--- src/rtl/sat_down_cntr_bank_if.sv ---
// Bundle of load/mode/status signals for the saturating down-counter bank.
// The master drives load requests, load values, reload modes and the global
// enable; the slave (the counter bank) returns per-channel status flags.
// Load is a level request, and the bank acts only on its rising edge.
interface sat_down_cntr_bank_if #(
    parameter int NUM_CNTR_BITS = 5,
    parameter int NUM_CHANNELS  = 4
);
    logic [NUM_CHANNELS-1:0]               load;
    logic [NUM_CHANNELS*NUM_CNTR_BITS-1:0] cntrInput;
    logic [NUM_CHANNELS-1:0]               autoReload;
    logic                                  enable;
    logic [NUM_CHANNELS-1:0]               zeroed;
    logic [NUM_CHANNELS-1:0]               terminalPulse;
    logic                                  allZeroed;

    modport master (
        output load, cntrInput, autoReload, enable,
        input  zeroed, terminalPulse, allZeroed
    );

    modport slave (
        input  load, cntrInput, autoReload, enable,
        output zeroed, terminalPulse, allZeroed
    );
endinterface

--- src/rtl/sat_down_cntr_bank.sv ---
// Bank of independent saturating down counters.
// Each channel is loaded on the rising edge of its load request. It counts
// down while the global enable is high. When it reaches its terminal
// transition (count 1), it either stops at 0 (one-shot) or reloads
// (periodic), and it emits a one-cycle registered terminal pulse.
module sat_down_cntr_bank #(
    parameter int NUM_CNTR_BITS = 5,
    parameter int NUM_CHANNELS  = 4
) (
    input  logic                  clock,
    input  logic                  resetN,
    sat_down_cntr_bank_if.slave   bus
);
    localparam logic [NUM_CNTR_BITS-1:0] ONE  = NUM_CNTR_BITS'(1);
    localparam logic [NUM_CNTR_BITS-1:0] ZERO = '0;

    logic [NUM_CHANNELS-1:0][NUM_CNTR_BITS-1:0] count_q,  count_d;
    logic [NUM_CHANNELS-1:0][NUM_CNTR_BITS-1:0] reload_q, reload_d;
    logic [NUM_CHANNELS-1:0]                    seen_q,   seen_d;
    logic [NUM_CHANNELS-1:0]                    pulse_q,  pulse_d;
    logic [NUM_CHANNELS-1:0]                    zeroed_w;

    // Per-channel next-state: a load edge wins over counting, counting is gated by enable
    always_comb begin
        count_d  = count_q;
        reload_d = reload_q;
        seen_d   = bus.load;
        pulse_d  = '0;
        for (int i = 0; i < NUM_CHANNELS; i++) begin
            if (bus.load[i] && !seen_q[i]) begin
                count_d[i]  = bus.cntrInput[i*NUM_CNTR_BITS +: NUM_CNTR_BITS];
                reload_d[i] = bus.cntrInput[i*NUM_CNTR_BITS +: NUM_CNTR_BITS];
            end else if (bus.enable && (count_q[i] != ZERO)) begin
                if (count_q[i] == ONE) begin
                    // Mode is only looked at here, so mid-count changes are harmless
                    count_d[i] = bus.autoReload[i] ? reload_q[i] : ZERO;
                    pulse_d[i] = 1'b1;
                end else begin
                    count_d[i] = count_q[i] - ONE;
                end
            end
        end
    end

    // State registers; reset aborts counting and drops any pending pulse
    always_ff @(posedge clock or negedge resetN) begin
        if (!resetN) begin
            count_q  <= '0;
            reload_q <= '0;
            seen_q   <= '0;
            pulse_q  <= '0;
        end else begin
            count_q  <= count_d;
            reload_q <= reload_d;
            seen_q   <= seen_d;
            pulse_q  <= pulse_d;
        end
    end

    // Zero flags follow the count register directly, so they track it in the same cycle
    always_comb begin
        zeroed_w = '0;
        for (int i = 0; i < NUM_CHANNELS; i++) begin
            zeroed_w[i] = (count_q[i] == ZERO);
        end
    end

    assign bus.zeroed        = zeroed_w;
    assign bus.allZeroed     = &zeroed_w;
    assign bus.terminalPulse = pulse_q;
endmodule

--- src/flat_wrapper.sv ---
// flat-port wrapper written by rule: the top's interface ports become plain ports
module sat_down_cntr_bank_flat 
#(
    parameter int NUM_CNTR_BITS = 5,
    parameter int NUM_CHANNELS  = 4
)
  (clock, resetN, bus_load, bus_cntrInput, bus_autoReload, bus_enable, bus_zeroed, bus_terminalPulse, bus_allZeroed);
  sat_down_cntr_bank_if #(.NUM_CNTR_BITS(NUM_CNTR_BITS), .NUM_CHANNELS(NUM_CHANNELS)) bus_i ();
  input  logic clock;
  input  logic resetN;
  input wire logic [$bits(bus_i.load)-1:0] bus_load;
  input wire logic [$bits(bus_i.cntrInput)-1:0] bus_cntrInput;
  input wire logic [$bits(bus_i.autoReload)-1:0] bus_autoReload;
  input wire logic [$bits(bus_i.enable)-1:0] bus_enable;
  output wire logic [$bits(bus_i.zeroed)-1:0] bus_zeroed;
  output wire logic [$bits(bus_i.terminalPulse)-1:0] bus_terminalPulse;
  output wire logic [$bits(bus_i.allZeroed)-1:0] bus_allZeroed;
  assign bus_i.load = bus_load;
  assign bus_i.cntrInput = bus_cntrInput;
  assign bus_i.autoReload = bus_autoReload;
  assign bus_i.enable = bus_enable;
  assign bus_zeroed = bus_i.zeroed;
  assign bus_terminalPulse = bus_i.terminalPulse;
  assign bus_allZeroed = bus_i.allZeroed;
  sat_down_cntr_bank #(.NUM_CNTR_BITS(NUM_CNTR_BITS), .NUM_CHANNELS(NUM_CHANNELS)) u_core (.clock(clock), .resetN(resetN), .bus(bus_i));
endmodule
--- config.mk ---
export PLATFORM = sky130hd
export DESIGN_NAME = sat_down_cntr_bank_flat
export DESIGN_NICKNAME = d
export VERILOG_FILES = /design/src/rtl/sat_down_cntr_bank_if.sv /design/src/rtl/sat_down_cntr_bank.sv /design/src/flat_wrapper.sv
export SDC_FILE = /design/constraint.sdc
export NUM_CORES = 1
export LEC_CHECK = 0
export BUFFER_PORTS_ARGS = -buffer_cell sky130_fd_sc_hd__buf_2
export CAP_MARGIN = 20
export CORE_AREA = 2 2 136 85
export DETAILED_ROUTE_END_ITERATION = 7
export DIE_AREA = 0 0 138 87
export SLEW_MARGIN = 15
export SYNTH_ARGS = -nofsm -noshare
export SYNTH_HDL_FRONTEND = slang
export SYNTH_SLANG_ARGS = --single-unit
--- constraint.sdc ---
create_clock -name clock -period 4.6 [get_ports clock]
set_input_delay 0.92 -clock clock [delete_from_list [all_inputs] [get_ports clock]]
set_output_delay 0.92 -clock clock [all_outputs]
set_load 0.005 [all_outputs]
==> flow_summary.yaml <==
global_route:
  grt.total_usage_pct: 11.7
  grt_pass1_vias: 2178
  grt_pass1_wl_mm: 11.3
  grt-ovfl-total: 0
  grt_max_degree: 49
  antenna_found_initial: 0
sta:
  post-route-worst-setup-slack_ps: 1640
  relSlewSlack_pct: 49.9
  tns_ps: 0
  layout_min_cycle_time_ps: 2960
  setup_viol_count_final: 0
  max_slew.worst_pin.slew_ps: 750
  rsz0062_at_grt: "false"
  finClkSkew_ps: 8.10
  max_freq_mhz: 338
  hold_viol: 0
  finalCritPeriodShare_pct: 64.3
  drv_slew: 0
setup_path:
  arrival_ps: 2040
  crit_type: "flop to primary output"
  cp_max_fo: 4
  startpoint_type: "flop"
  end_kind: "primary output"
  required_ps: 3680
drt:
  dr_total_vias: 2260
  wire_per_inst_um: 14.0
  first_pass_iters: 4
  first_iter_violations: 112
  wl_mm: 6.66
  antenna_left: 0
  detail_route.vias_per_cell: 4.75
  drc_errors: 0
cts:
  cts_tree: "done"
  root_buffer: "clkbuf_16"
  htree_levels: 2
  numCtsBuffers: 5
  clock_path_buffers: 2
  clkLatencyLatePin_ps: 290
  numClockSinks: 48
  cts_hold_buf: 0
  path_clk_slew_ps: 70
  cts_resized: 0
  post-cts-setup-buffer-count: 0
yosys:
  synth_most_common_cell: "nand2_1"
  syn_area_per_cell_sq_um: 8.95
  synth_fp_nets: 337
  async_reset_ff_share_pct: 100
  synth_edf_count: 0
  synth_commonest_cells: "nand2_1, dfrtp_1, o21ai_0"
  synth_ff_type: "dfrtp_1"
  yosysSeqAreaShare_pct: 45.7
  ys_warn_count: 0
  synth_seq_cells: 48
  synth_top_area_share_pct: 45.7
  synth.distinct_cells: 50
  syn_inst: 294
  netlist_area_sq_um: 2630
  synth_top_cell_by_area: "dfrtp_1"
  synth_area_leaders: "dfrtp_1, nand2_1, ha_1"
place:
  place_congestion: 0.825
  dp_hpwl_mm: 4.83
  io_buffers: 39
  pre_cts_ws_ps: 1930
pwr:
  vdd_drop_max_v: 0.000155
  p_leak_nw: 1.51
  powerDensity_nw_per_um2: 453
die:
  fp-row-count: 30
  dieArea_sq_um: 12000
  fp.dieH_um: 87
  num_io_pins: 40
  coreArea_sq_um: 10900
  die_w_um: 138
  initial_core_util_pct: 24.2
finish:
  syn2layout_area_growth_pct: 20.0
  nets: 375
  fill_cells: 1184
  layout-drive-gt1-share_pct: 18.1
  antenna_cells: 0
run:
  drv_cap: 0
outcome:
  status: "finished clean"
hold_path:
  min_path_type: "flop to flop"
[worst paths after layout]
kind	from	slack, ps	end	cells after the start
setup / recovery	u_core.count_q[0]	1640	bus_allZeroed	5
hold / removal	u_core.reload_q[11]	470	u_core.reload_q[11]	2
setup reg to reg	u_core.count_q[15]	2770	u_core.count_q[19]	7
hold reg to reg	u_core.reload_q[11]	470	u_core.reload_q[11]	2
max in group asynchronous	resetN	3430	u_core.count_q[11]	2
min in group asynchronous	resetN	730	u_core.bus.terminalPulse[1]	2
[worst max-delay path: stages, from the launching register on]
cell     delay, ps
dfrtp_1        420
inv_1          120
ha_1           180
or4b_4         500
nor4_1         350
buf_2          180
[where the power goes]
group	total, mW	internal, mW	switching (mW)
Sequential	0.600	0.501	0.0990
Clock	0.470	0.309	0.161
Combinational	0.360	0.166	0.195
Total	1.43	0.976	0.454
[logic make-up after synthesis]
| kind of cell | after synthesis | synth area share (%) |
|---|---|---|
| xor gates and xnor gates | 2 | 0.666 |
| and+or+nand+nor | 142 | 27.7 |
| DFF | 48 | 45.7 |
| AOI/OAI and AO/OA | 64 | 16.0 |
| adders and majority gates | 12 | 5.71 |
| buffers and inverters | 26 | 4.19 |
[layout make-up]
| cell class | instances | area, sq um | share of cell area [%] |
|---|---|---|---|
| well taps | 144 | 180 | 5.71 |
| multi-input cells | 220 | 1320 | 41.8 |
| flip-flops and latches | 48 | 1200 | 38.1 |
| clock inverters | 2 | 60.1 | 1.90 |
| repair buffers | 41 | 210 | 6.66 |
| inverters | 16 | 60.1 | 1.90 |
| clock buffers | 5 | 125 | 3.97 |
[layout by cell type, fill, tap and decap left out, drive strengths merged, types with 3 or more instances in the layout]
cell / instances
nor4b: 5
o31ai: 4
or3: 3
nand4: 3
a311oi: 4
nor3: 10
nand2b: 4
clkbuf: 5
buf: 41
nand3: 8
nand2: 77
a21oi: 14
inv: 16
o21ai: 20
nor2: 11
dfrtp: 48
or4b: 3
and3: 7
a31oi: 4
ha: 12
nor2b: 6
[sequential cells by signal, summed over array words and instances, names as in the netlist]
signal	flops
u_core.seen_q	4
u_core.bus.terminalPulse	4
u_core.count_q	20
u_core.reload_q	20
[through the flow]
step | cell area [sq um] | hold WS, ps | util, % | instances | total power [mW]
finish | 3160 | 474 | 29.0 | 476 | 1.43
global route | 3160 | 506 | 29.0 | 476 | 1.53
detailed placement | 2970 | 462 | 27.3 | 469 | 0.965
CTS | 3160 | 478 | 29.0 | 476 | 1.44
floorplan | 2630 | 438 | - | 294 | 0.848
global placement | 2970 | 455 | 27.3 | 469 | 0.950
[per-layer routing]
layer	vias to the layer above	global-route usage, %	wire length, um
li1	1105	-	-
met1	1077	17.0	3330
met2	73	16.9	2910
met3	5	2.86	363
met4	0	3.71	51
met5	-	0	0
Power figures use the tool's default switching activity.
